$ cat src/rtl/uart_port.sv
// Byte-level 8N1 UART transceiver on the io processor I/O bus.
// DATA (addr 0) holds the received byte; STATUS (addr 1) holds the flags and tx_busy.
module uart_port #(
    parameter int CLKS_PER_BIT = 289
) (
    input  logic       clk,
    input  logic       reset_n,
    input  logic       rxd,
    output logic       txd,
    input  logic       bus_read,
    input  logic       bus_write,
    input  logic       bus_address,
    input  logic [7:0] bus_D,
    output logic [7:0] bus_Q
);

    localparam int CW = $clog2(CLKS_PER_BIT);
    localparam logic [CW-1:0] BIT_LAST  = CW'(CLKS_PER_BIT - 1);
    localparam logic [CW-1:0] HALF_LAST = CW'(CLKS_PER_BIT / 2 - 1);

    typedef enum logic [1:0] {RX_IDLE, RX_START, RX_DATA, RX_STOP} rx_state_e;
    typedef enum logic {TX_IDLE, TX_SHIFT} tx_state_e;

    rx_state_e     rx_state_q, rx_state_d;
    logic [CW-1:0] rx_cnt_q, rx_cnt_d;
    logic [2:0]    rx_idx_q, rx_idx_d;
    logic [7:0]    rx_shift_q, rx_shift_d;
    logic          rx_armed_q, rx_armed_d;
    logic [7:0]    rx_data_q, rx_data_d;
    logic          rx_valid_q, rx_valid_d;
    logic          overrun_q, overrun_d;
    logic          frame_error_q, frame_error_d;
    logic          rx_meta_q, rx_s_q;

    tx_state_e     tx_state_q, tx_state_d;
    logic [CW-1:0] tx_cnt_q, tx_cnt_d;
    logic [3:0]    tx_idx_q, tx_idx_d;
    logic [9:0]    tx_shift_q, tx_shift_d;
    logic          txd_q, txd_d;

    logic [7:0]    rd_q, rd_d;
    logic          rd_data, rd_status, tx_busy;

    assign rd_data   = bus_read && !bus_address;
    assign rd_status = bus_read && bus_address;
    assign tx_busy   = (tx_state_q == TX_SHIFT);
    assign txd       = txd_q;
    assign bus_Q     = rd_q;

    always_ff @(posedge clk or negedge reset_n) begin
        if (!reset_n) begin
            rx_meta_q     <= 1'b1;
            rx_s_q        <= 1'b1;
            rx_state_q    <= RX_IDLE;
            rx_cnt_q      <= '0;
            rx_idx_q      <= '0;
            rx_shift_q    <= '0;
            rx_armed_q    <= 1'b0;
            rx_data_q     <= '0;
            rx_valid_q    <= 1'b0;
            overrun_q     <= 1'b0;
            frame_error_q <= 1'b0;
            tx_state_q    <= TX_IDLE;
            tx_cnt_q      <= '0;
            tx_idx_q      <= '0;
            tx_shift_q    <= '1;
            txd_q         <= 1'b1;
            rd_q          <= '0;
        end else begin
            rx_meta_q     <= rxd;
            rx_s_q        <= rx_meta_q;
            rx_state_q    <= rx_state_d;
            rx_cnt_q      <= rx_cnt_d;
            rx_idx_q      <= rx_idx_d;
            rx_shift_q    <= rx_shift_d;
            rx_armed_q    <= rx_armed_d;
            rx_data_q     <= rx_data_d;
            rx_valid_q    <= rx_valid_d;
            overrun_q     <= overrun_d;
            frame_error_q <= frame_error_d;
            tx_state_q    <= tx_state_d;
            tx_cnt_q      <= tx_cnt_d;
            tx_idx_q      <= tx_idx_d;
            tx_shift_q    <= tx_shift_d;
            txd_q         <= txd_d;
            rd_q          <= rd_d;
        end
    end

    // Read clears come first so that a flag set later in this block wins.
    always_comb begin
        rx_state_d    = rx_state_q;
        rx_cnt_d      = rx_cnt_q;
        rx_idx_d      = rx_idx_q;
        rx_shift_d    = rx_shift_q;
        rx_armed_d    = rx_armed_q;
        rx_data_d     = rx_data_q;
        rx_valid_d    = rx_valid_q;
        overrun_d     = overrun_q;
        frame_error_d = frame_error_q;
        if (rd_data) begin
            rx_valid_d = 1'b0;
        end
        if (rd_status) begin
            overrun_d     = 1'b0;
            frame_error_d = 1'b0;
        end
        case (rx_state_q)
            RX_IDLE: begin
                if (rx_s_q) begin
                    rx_armed_d = 1'b1;
                end else if (rx_armed_q) begin
                    rx_state_d = RX_START;
                    rx_cnt_d   = HALF_LAST;
                end
            end
            RX_START: begin
                if (rx_cnt_q == '0) begin
                    if (!rx_s_q) begin
                        rx_state_d = RX_DATA;
                        rx_cnt_d   = BIT_LAST;
                        rx_idx_d   = '0;
                    end else begin
                        rx_state_d = RX_IDLE;
                    end
                end else begin
                    rx_cnt_d = rx_cnt_q - CW'(1);
                end
            end
            RX_DATA: begin
                if (rx_cnt_q == '0) begin
                    rx_shift_d = {rx_s_q, rx_shift_q[7:1]};
                    rx_cnt_d   = BIT_LAST;
                    if (rx_idx_q == 3'd7) begin
                        rx_state_d = RX_STOP;
                    end else begin
                        rx_idx_d = rx_idx_q + 3'd1;
                    end
                end else begin
                    rx_cnt_d = rx_cnt_q - CW'(1);
                end
            end
            RX_STOP: begin
                if (rx_cnt_q == '0) begin
                    rx_state_d = RX_IDLE;
                    rx_armed_d = 1'b0;
                    if (rx_s_q) begin
                        rx_data_d  = rx_shift_q;
                        rx_valid_d = 1'b1;
                        if (rx_valid_q && !rd_data) begin
                            overrun_d = 1'b1;
                        end
                    end else begin
                        frame_error_d = 1'b1;
                    end
                end else begin
                    rx_cnt_d = rx_cnt_q - CW'(1);
                end
            end
            default: rx_state_d = RX_IDLE;
        endcase
    end

    // txd is registered so the start bit appears the cycle after the accepted write.
    always_comb begin
        tx_state_d = tx_state_q;
        tx_cnt_d   = tx_cnt_q;
        tx_idx_d   = tx_idx_q;
        tx_shift_d = tx_shift_q;
        txd_d      = txd_q;
        case (tx_state_q)
            TX_IDLE: begin
                txd_d = 1'b1;
                if (bus_write && !bus_address) begin
                    tx_state_d = TX_SHIFT;
                    tx_shift_d = {1'b1, bus_D, 1'b0};
                    tx_cnt_d   = BIT_LAST;
                    tx_idx_d   = '0;
                    txd_d      = 1'b0;
                end
            end
            TX_SHIFT: begin
                if (tx_cnt_q == '0) begin
                    if (tx_idx_q == 4'd9) begin
                        tx_state_d = TX_IDLE;
                        txd_d      = 1'b1;
                    end else begin
                        tx_shift_d = {1'b1, tx_shift_q[9:1]};
                        tx_idx_d   = tx_idx_q + 4'd1;
                        tx_cnt_d   = BIT_LAST;
                        txd_d      = tx_shift_q[1];
                    end
                end else begin
                    tx_cnt_d = tx_cnt_q - CW'(1);
                end
            end
            default: tx_state_d = TX_IDLE;
        endcase
    end

    always_comb begin
        rd_d = '0;
        if (bus_read) begin
            rd_d = bus_address ? {4'b0, frame_error_q, overrun_q, tx_busy, rx_valid_q}
                               : rx_data_q;
        end
    end

endmodule

$ cat config.mk
export PLATFORM = sky130hd
export DESIGN_NAME = uart_port
export DESIGN_NICKNAME = d
export VERILOG_FILES = /design/src/rtl/uart_port.sv
export SDC_FILE = /design/constraint.sdc
export NUM_CORES = 1
export LEC_CHECK = 0
export ABC_AREA = 1
export CAP_MARGIN = 20
export CELL_PAD_IN_SITES_DETAIL_PLACEMENT = 1
export CELL_PAD_IN_SITES_GLOBAL_PLACEMENT = 1
export CORE_AREA = 4 4 102 75
export DETAILED_ROUTE_END_ITERATION = 6
export DIE_AREA = 0 0 106 79
export DONT_BUFFER_PORTS = 1
export GPL_TIMING_DRIVEN = 0
export PLACE_DENSITY_LB_ADDON = 0.12
export SETUP_SLACK_MARGIN = 0.02
export SYNTH_ARGS = -nofsm -noshare
export SYNTH_HDL_FRONTEND = slang
export SYNTH_SLANG_ARGS = --single-unit
$ cat constraint.sdc
create_clock -name clk -period 2.6 [get_ports clk]
set_input_delay 0.39 -clock clk [delete_from_list [all_inputs] [get_ports clk]]
set_output_delay 0.39 -clock clk [all_outputs]
set_load 0.02 [all_outputs]
==> metrics.md, run 1 <==
| Metric | Value |
|---|---|
| Reg2Reg Setup Slack | `0.77 ns` |
| Worst Hold Launch | `rxd` |
| Largest family of logic cells by synthesized area | `simple AND/OR/NAND/NOR gates` |
| Core area | `6630 um^2` |
| Via count of the first global-routing pass | `2856` |
| Share of flip-flops with an asynchronous set or reset | `100%` |
| PortBufs | `0` |
| Worst-path clk slew | `0.08 ns` |
| Post-synthesis compound-gate area fraction | `8.93%` |
| Sum Neg Setup Slack | `0 ns` |
| Minimum clock period | `~1.8 ns` |
| Cell type group with the largest total delay on the critical path | `simple AND/OR/NAND/NOR gates` |
| Comb pwr share | `22.6%` |
| Max incr delay on CP | `around 0.36 ns` |
| CTS Sinks | `67` |
| VDD IR-drop max | `0.000436 V` |
| WP data arrival | `2.07 ns` |
| Most used cell, CP | `nand3_2` |
| Sequential share of power | `40.7%` |
| Setup Buffers After CTS | `0` |
| YS warnings | `0` |
| Final hold slack | `0.0519 ns` |
| Post-route cell area | `3720 um^2` |
| Layout Utilization | `56.2%` |
| Die Height | `79 um` |
| RR Endpoint | `rx_shift_q[0]$_DFFE_PN0P_` |
| Register area share after synthesis | `50.9%` |
| Int Power | `1.98 mW` |
| Worst r2r path cells | `7` |
| Grt total ovfl | `0` |
| CTS max path bufs | `2` |
| Antenna viol nets, final | `0` |
| Global-route wire length before repair | `13.5 mm` |
| Sw power | `0.950 mW` |
| Main synth FF type | `dfrtp_1` |
| DR vias | `2623` |
| CP max FO | `10` |
| Simple-gate portion of the synthesized area | `26.0%` |
| Slowest CP cell | `dfrtp_1` |
| Syn-to-layout area delta | `12.1%` |
| Layout cells sized above 1 | `~14%` |
| Initial antenna violation count | `0` |
| Initial DRC count | `88` |
| Worst min-delay path class | `input port to register` |
| Status | `completed` |
| CP endpoint kind | `register` |
| Leakage Power | `1.85 nW` |
| GP Congestion | `0.768` |
| Synth Register Bits | `67` |
| Worst Hold Depth | `0` |
| Slew HR | `65.3%` |
| # resized after CTS | `0` |
| Synth area leaders | `dfrtp_1 42%, nand2_1 13%, dfstp_2 8.7%` |
| H-tree Lvls | `3` |
| Max_cap viols | `0` |
| Layout Cells excl Fill | `504` |
| Die area | `8370 um^2` |
| Adder-cell area share of the yosys netlist | `about 3.8%` |
| Area after DPL | `3440 um^2` |
| PwrDens | `787 nW/um^2` |
| Die extent in x | `106 um` |
| CTS root buffer | `clkbuf_8` |
| Syn nets | `416` |
| Worst Hold End | `rx_meta_q$_DFF_PN1_` |
| Clock buffer count from CTS | `9` |
| DP Cell Count | `486` |
| Total chip power | `2.93 mW` |
| Starting Density | `50.1%` |
| Drt wl/cell | `14.9 um` |
| Distinct cells, synth | `28` |
| Share of the synthesized area in the top cell type | `between 40% and 50%` |
| Number of synthesized flops with an enable pin | `0` |
| CP bufs+invs | `2` |
| Vias/cell | `5.20` |
| DPL Wire Length | `5.40 mm` |
| Required time worst endpoint | `about 2.8 ns` |
| Hold Vio Cnt, Final | `0` |
| CP startpoint kind | `register` |
| Number of placed I/O pins | `23` |
| Largest net degree at the start of global routing | `68` |
| WL final | `between 7 and 8 mm` |
| Fmax | `547 MHz` |
| Reg2reg start | `rx_cnt_q[0]$_DFFE_PN0P_` |
| Slew Limit Fails | `0` |
| Critical path class | `register to register` |
| Period utilization | `70.3%` |
| XOR/XNOR Fraction of Synth Area | `around 1.3%` |
| Setup WS post-layout | `0.772 ns` |
| Row count | `25` |
| CTS hold repair buffers | `2` |
| Mean Syn Cell Area | `~8.5 um^2` |
| CTS tree | `built` |
| Nets | `429` |
| Net Sw Frac | `32.4%` |
| GRT Util Overall | `roughly 20%` |
| Post-Syn Area | `~3300 um^2` |
| Clock Latency Late Sink | `0.34 ns` |
| Clock Power Share | `a little over a third` |
| Final setup violating endpoints | `0` |
| Yosys top cell by area | `dfrtp_1` |
| Placement Setup Slack | `~0.8 ns` |
| Crit-path cells | `inv_1, ha_1, nand3_2, nor2_4, nand3_2, clkbuf_1, o21ai_0` |
| Post-Syn Instances | `392` |
| Clk_skew | `0.0151 ns` |
| RSZ-0062 raised after global routing | `false` |
| Pre-antenna DRT Iters | `4` |
| Mux cell area share after synthesis | `under 10%` |
| Worst slew pin tran | `0.520 ns` |
| DR DRC count | `0` |
| Ant diodes | `0` |
-- layout by cell type (no fill, tap or decap) --
master / count
nand2_1: 117
dfrtp_1: 56
inv_1: 50
o21ai_0: 32
nand3_1: 28
nor2_1: 21
dfstp_2: 11
ha_1: 10
clkbuf_8: 9
o21ai_2: 8
a21oi_1: 7
nand4_1: 7
mux2i_1: 6
o21ai_1: 5
nand2_4: 4
xor2_1: 4
clkbuf_1: 3
nand3_2: 3
bufinv_16: 3
buf_4: 2
nor2_2: 2
nand2_2: 2
nand3b_1: 2
inv_2: 2
nor2_4: 2
buf_6: 2
nor3_1: 2
or2_2: 2
inv_6: 2
xnor2_1: 1
o22ai_1: 1
clkinvlp_4: 1
clkinv_4: 1
buf_16: 1
dlygate4sd3_1: 1
-- worst register-to-register path, delay by kind of cell, from the launching register on --
family,cells,cell delay [ns]
DFF,1,0.36
and+or+nand+nor,3,0.50
adders and majority gates,1,0.24
AOI/OAI and AO/OA,1,0.25
buffers and inverters,2,0.39
-- worst max-delay path by stage --
stage,to,cells after the start,start,slack (ns)
6_report,rx_shift_q[0]$_DFFE_PN0P_,7,rx_cnt_q[0]$_DFFE_PN0P_,0.77
4_1_cts,rx_shift_q[0]$_DFFE_PN0P_,7,rx_cnt_q[0]$_DFFE_PN0P_,0.75
3_3_place_gp,rx_idx_q[0]$_DFFE_PN0P_,9,rx_cnt_q[0]$_DFFE_PN0P_,0.83
5_1_grt,rx_idx_q[0]$_DFFE_PN0P_,9,rx_cnt_q[0]$_DFFE_PN0P_,0.54
3_5_place_dp,rx_idx_q[0]$_DFFE_PN0P_,9,rx_cnt_q[0]$_DFFE_PN0P_,0.79
2_1_floorplan,rx_data_q[0]$_DFFE_PN0P_,10,rx_cnt_q[0]$_DFFE_PN0P_,1.03
-- power by group through the flow --
| stage | Sequential [mW] | Combinational [mW] | Clock (mW) |
|---|---|---|---|
| after floorplan | 1.19 | 0.497 | 0 |
| after global placement | 1.21 | 0.602 | 0 |
| after detailed placement | 1.21 | 0.638 | 0 |
| after CTS | 1.19 | 0.668 | 1.10 |
| after global routing | 1.21 | 0.775 | 1.15 |
| final | 1.19 | 0.663 | 1.07 |
-- area by class of cell --
| cell class | instances | area [um^2] |
|---|---|---|
| Fill cell | 819 | 2910 |
| Sequential cell | 67 | 1690 |
| Multi-Input combinational cell | 266 | 1390 |
| Inverter | 52 | 195 |
| Clock buffer | 9 | 124 |
| Clock inverter | 7 | 124 |
| Tap cell | 94 | 118 |
| Buffer | 7 | 48.8 |
| Timing Repair Buffer | 2 | 37.5 |
-- synthesized netlist by cell type, drive strengths merged (2+ instances only) --
| cell | count |
|---|---|
| nand3 | 31 |
| xor2 | 4 |
| dfstp | 11 |
| nand3b | 2 |
| ha | 10 |
| nand4 | 7 |
| nor3 | 2 |
| clkbuf | 3 |
| mux2i | 6 |
| or2 | 2 |
| o21ai | 45 |
| nand2 | 123 |
| a21oi | 7 |
| buf | 4 |
| dfrtp | 56 |
| inv | 52 |
| nor2 | 25 |
-- per-layer routing --
| layer | GRT usage [%] | vias up | wire [um] |
|---|---|---|---|
| li1 | - | 1270 | - |
| met1 | 27.4 | 1318 | 3700 |
| met2 | 33.6 | 28 | 3580 |
| met3 | 4.63 | 7 | 168 |
| met4 | 4.92 | 0 | 66 |
| met5 | 0 | - | 0 |
-- sequential cells by signal (all words and copies together) (netlist names), named ones only --
name           count
tx_busy            1
rx_valid_q         1
frame_error_q      1
tx_cnt_q           9
rx_state_q         1
rx_idx_q           3
rx_cnt_q           9
rx_data_q          8
rx_meta_q          1
tx_shift_q         8
tx_idx_q           4
bus_Q              8
overrun_q          1
rx_shift_q         8
rx_armed_q         1
rx_s_q             1
txd                1
-- cell families (layout without fill, tap and decap cells) --
kind of cell	count (synthesis)	in the layout
mux	6	6
compound gates	53	53
flops	67	67
xor+xnor	5	5
fa+ha+maj	10	10
buf+inv	59	77
simple gates	192	192
Power figures use the tool's default switching activity.
==> run 2, diff against run 1 <==
- CORE_AREA: 4 4 102 75 -> 4 4 105 77
- DIE_AREA: 0 0 106 79 -> 0 0 109 81
- clock period: 2.6 -> 1.77 ns (I/O delays scaled with it)
==> run 2 against run 1 <==
Effect of this change: the flow now finishes with violations (negative hold slack); clock skew decreased by 0.0054 ns; flip-flop and latch count is the same; clock power is 21% higher; die area is 5.4% higher; critical path type unchanged; largest cell class unchanged; largest power group unchanged; highest routed layer unchanged.
==> metrics.md, run 2 (synthesized netlist as in run 1, its figures left out) <==
| Metric | Value |
|---|---|
| Status | `finished, violations left` |
| Failing checks | `negative hold slack` |
| Period utilization | `approximately 95%` |
| Vias/cell | `5.02` |
| Slew HR | `63.6%` |
| GRT Util Overall | `around 18%` |
| CTS tree | `built` |
| Layout Utilization | `between 50 and 60%` |
| Core area | `about 7000 um^2` |
| Fillers | `845` |
| CTS root buffer | `clkbuf_8` |
| Global-route wire length before repair | `12.7 mm` |
| Crit-path cells | `inv_2, ha_4, nand3_4, nor2_4, nand2_4, nor2_4, nand2_4, buf_4, nand2_1, o21ai_2` |
| CP bufs+invs | `2` |
| Hold Vio Cnt, Final | `67` |
| WP data arrival | `1.91 ns` |
| Pre-antenna DRT Iters | `4` |
| CP max FO | `8` |
| Nets | `~440` |
| Max incr delay on CP | `0.40 ns` |
| Largest net degree at the start of global routing | `just under 70` |
| Initial DRC count | `87` |
| Antenna viol nets, final | `0` |
| Worst-path clk slew | `approximately 0.08 ns` |
| CTS Sinks | `67` |
| Storage cell area | `1690 um^2` |
| Final setup violating endpoints | `0` |
| Clk_skew | `0.00973 ns` |
| CTS hold repair buffers | `1` |
| GP Congestion | `0.792` |
| Leakage Power | `1.86 nW` |
| Max_cap viols | `0` |
| Grt total ovfl | `0` |
| WL final | `7.36 mm` |
| CP endpoint kind | `register` |
| Number of placed I/O pins | `23` |
| Sum Neg Setup Slack | `0 ns` |
| Syn-to-layout area delta | `14.7%` |
| Clock Latency Late Sink | `0.34 ns` |
| Final hold slack | `-0.392 ns` |
| Starting Density | `46.6%` |
| Most frequent cells in the layout | `114 x nand2_1, 55 x dfrtp_1, 45 x inv_1, 30 x o21ai_0, 27 x nand3_1` |
| CTS max path bufs | `2` |
| Critical path class | `register to register` |
| Initial antenna violation count | `0` |
| DPL Wire Length | `between 5 and 6 mm` |
| Worst min-delay path class | `input port to asynchronous set/reset pin` |
| RSZ-0062 raised after global routing | `true` |
| Slowest CP cell | `dfrtp_1` |
| DR DRC count | `0` |
| CP startpoint kind | `register` |
| Layout cells sized above 1 | `a little under a fifth` |
| Via count of the first global-routing pass | `about 2700` |
| PortBufs | `0` |
| Cell type group with the largest total delay on the critical path | `simple AND/OR/NAND/NOR gates` |
| H-tree Lvls | `3` |
| Slew Limit Fails | `0` |
| Total chip power | `4.10 mW` |
| Drt wl/cell | `14.3 um` |
| Die area | `around 8800 um^2` |
| Ant diodes | `0` |
| VDD IR-drop max | `roughly 0.00056 V` |
| Die extent in x | `109 um` |
| Largest registers | `rx_cnt_q: 9 flops, tx_cnt_q: 9 flops` |
| Fmax | `597 MHz` |
| Row count | `26` |
| Area occupied by multi-input gates | `1460 um^2` |
| Worst slew pin tran | `0.545 ns` |
| Minimum clock period | `1.68 ns` |
| Die Height | `slightly above 80 um` |
| Clock buffer count from CTS | `9` |
| PwrDens | `1080 nW/um^2` |
| DR vias | `around 2600` |
| Required time worst endpoint | `2.01 ns` |
| Commonest non-fill, non-tap cell in the layout | `nand2_1` |
==> run 2: cell type report <==
cell class / count / area share [%]
clock buffers: 9 / 3.25
clock inverters: 7 / 1.97
plain buffers: 7 / 1.41
flip-flops and latches: 67 / 44.4
well taps: 98 / 3.22
multi-input cells: 266 / 38.2
repair buffers: 9 / 2.40
inverters: 52 / 5.12
==> run 2: final timing paths <==
check / startpoint / to / slack [ns] / cells past startpoint
max in group asynchronous: reset_n / tx_shift_q[8]$_DFFE_PN1P_ / 1.97 / 0
min in group clk: bus_address / bus_Q[0]$_DFF_PN0_ / 0.05 / 2
worst max register to register: rx_cnt_q[1]$_DFFE_PN0P_ / rx_data_q[5]$_DFFE_PN0P_ / 0.09 / 10
worst min-delay path: reset_n / rx_data_q[7]$_DFFE_PN0P_ / -0.39 / 0
worst min register to register: rx_meta_q$_DFF_PN1_ / rx_s_q$_DFF_PN1_ / 0.36 / 0
worst max-delay path: rx_cnt_q[1]$_DFFE_PN0P_ / rx_data_q[5]$_DFFE_PN0P_ / 0.09 / 10
==> run 2: metrics by stage <==
| step | cells | setup WS (ns) | area, um^2 |
|---|---|---|---|
| 2_1_floorplan | 392 | 0.203 | 3320 |
| 3_5_place_dp | 490 | -0.0946 | 3440 |
| 3_3_place_gp | 490 | 0.0105 | 3440 |
| 6_report | 515 | 0.0947 | 3810 |
| 4_1_cts | 507 | 0.0303 | 3670 |
| 5_1_grt | 515 | -0.0161 | 3810 |
==> run 2: per-layer routing <==
| metal | GRT usage, % | vias to the layer above | wire [um] |
|---|---|---|---|
| met3 | 5.00 | 5 | 238 |
| met5 | 0 | - | 0 |
| met4 | 3.78 | 0 | 59 |
| met1 | 23.6 | 1261 | 3540 |
| li1 | - | 1287 | - |
| met2 | 30.9 | 33 | 3520 |
==> run 2: repair_timing <==
| item | 4_1_cts | 5_1_grt |
|---|---|---|
| buffers inserted | 0 | 7 |
| gates cloned | 0 | 1 |
| pin swaps | 1 | 4 |
| endpoints found under the hold margin | 68 | 67 |
| gates resized for setup | 8 | 19 |
| setup endpoints to repair | 32 | 49 |
==> run 2: where the power goes <==
group	internal, mW	switching, mW
combinational	0.386	0.669
sequential	1.65	0.107
clock	0.657	0.631
total	2.69	1.41
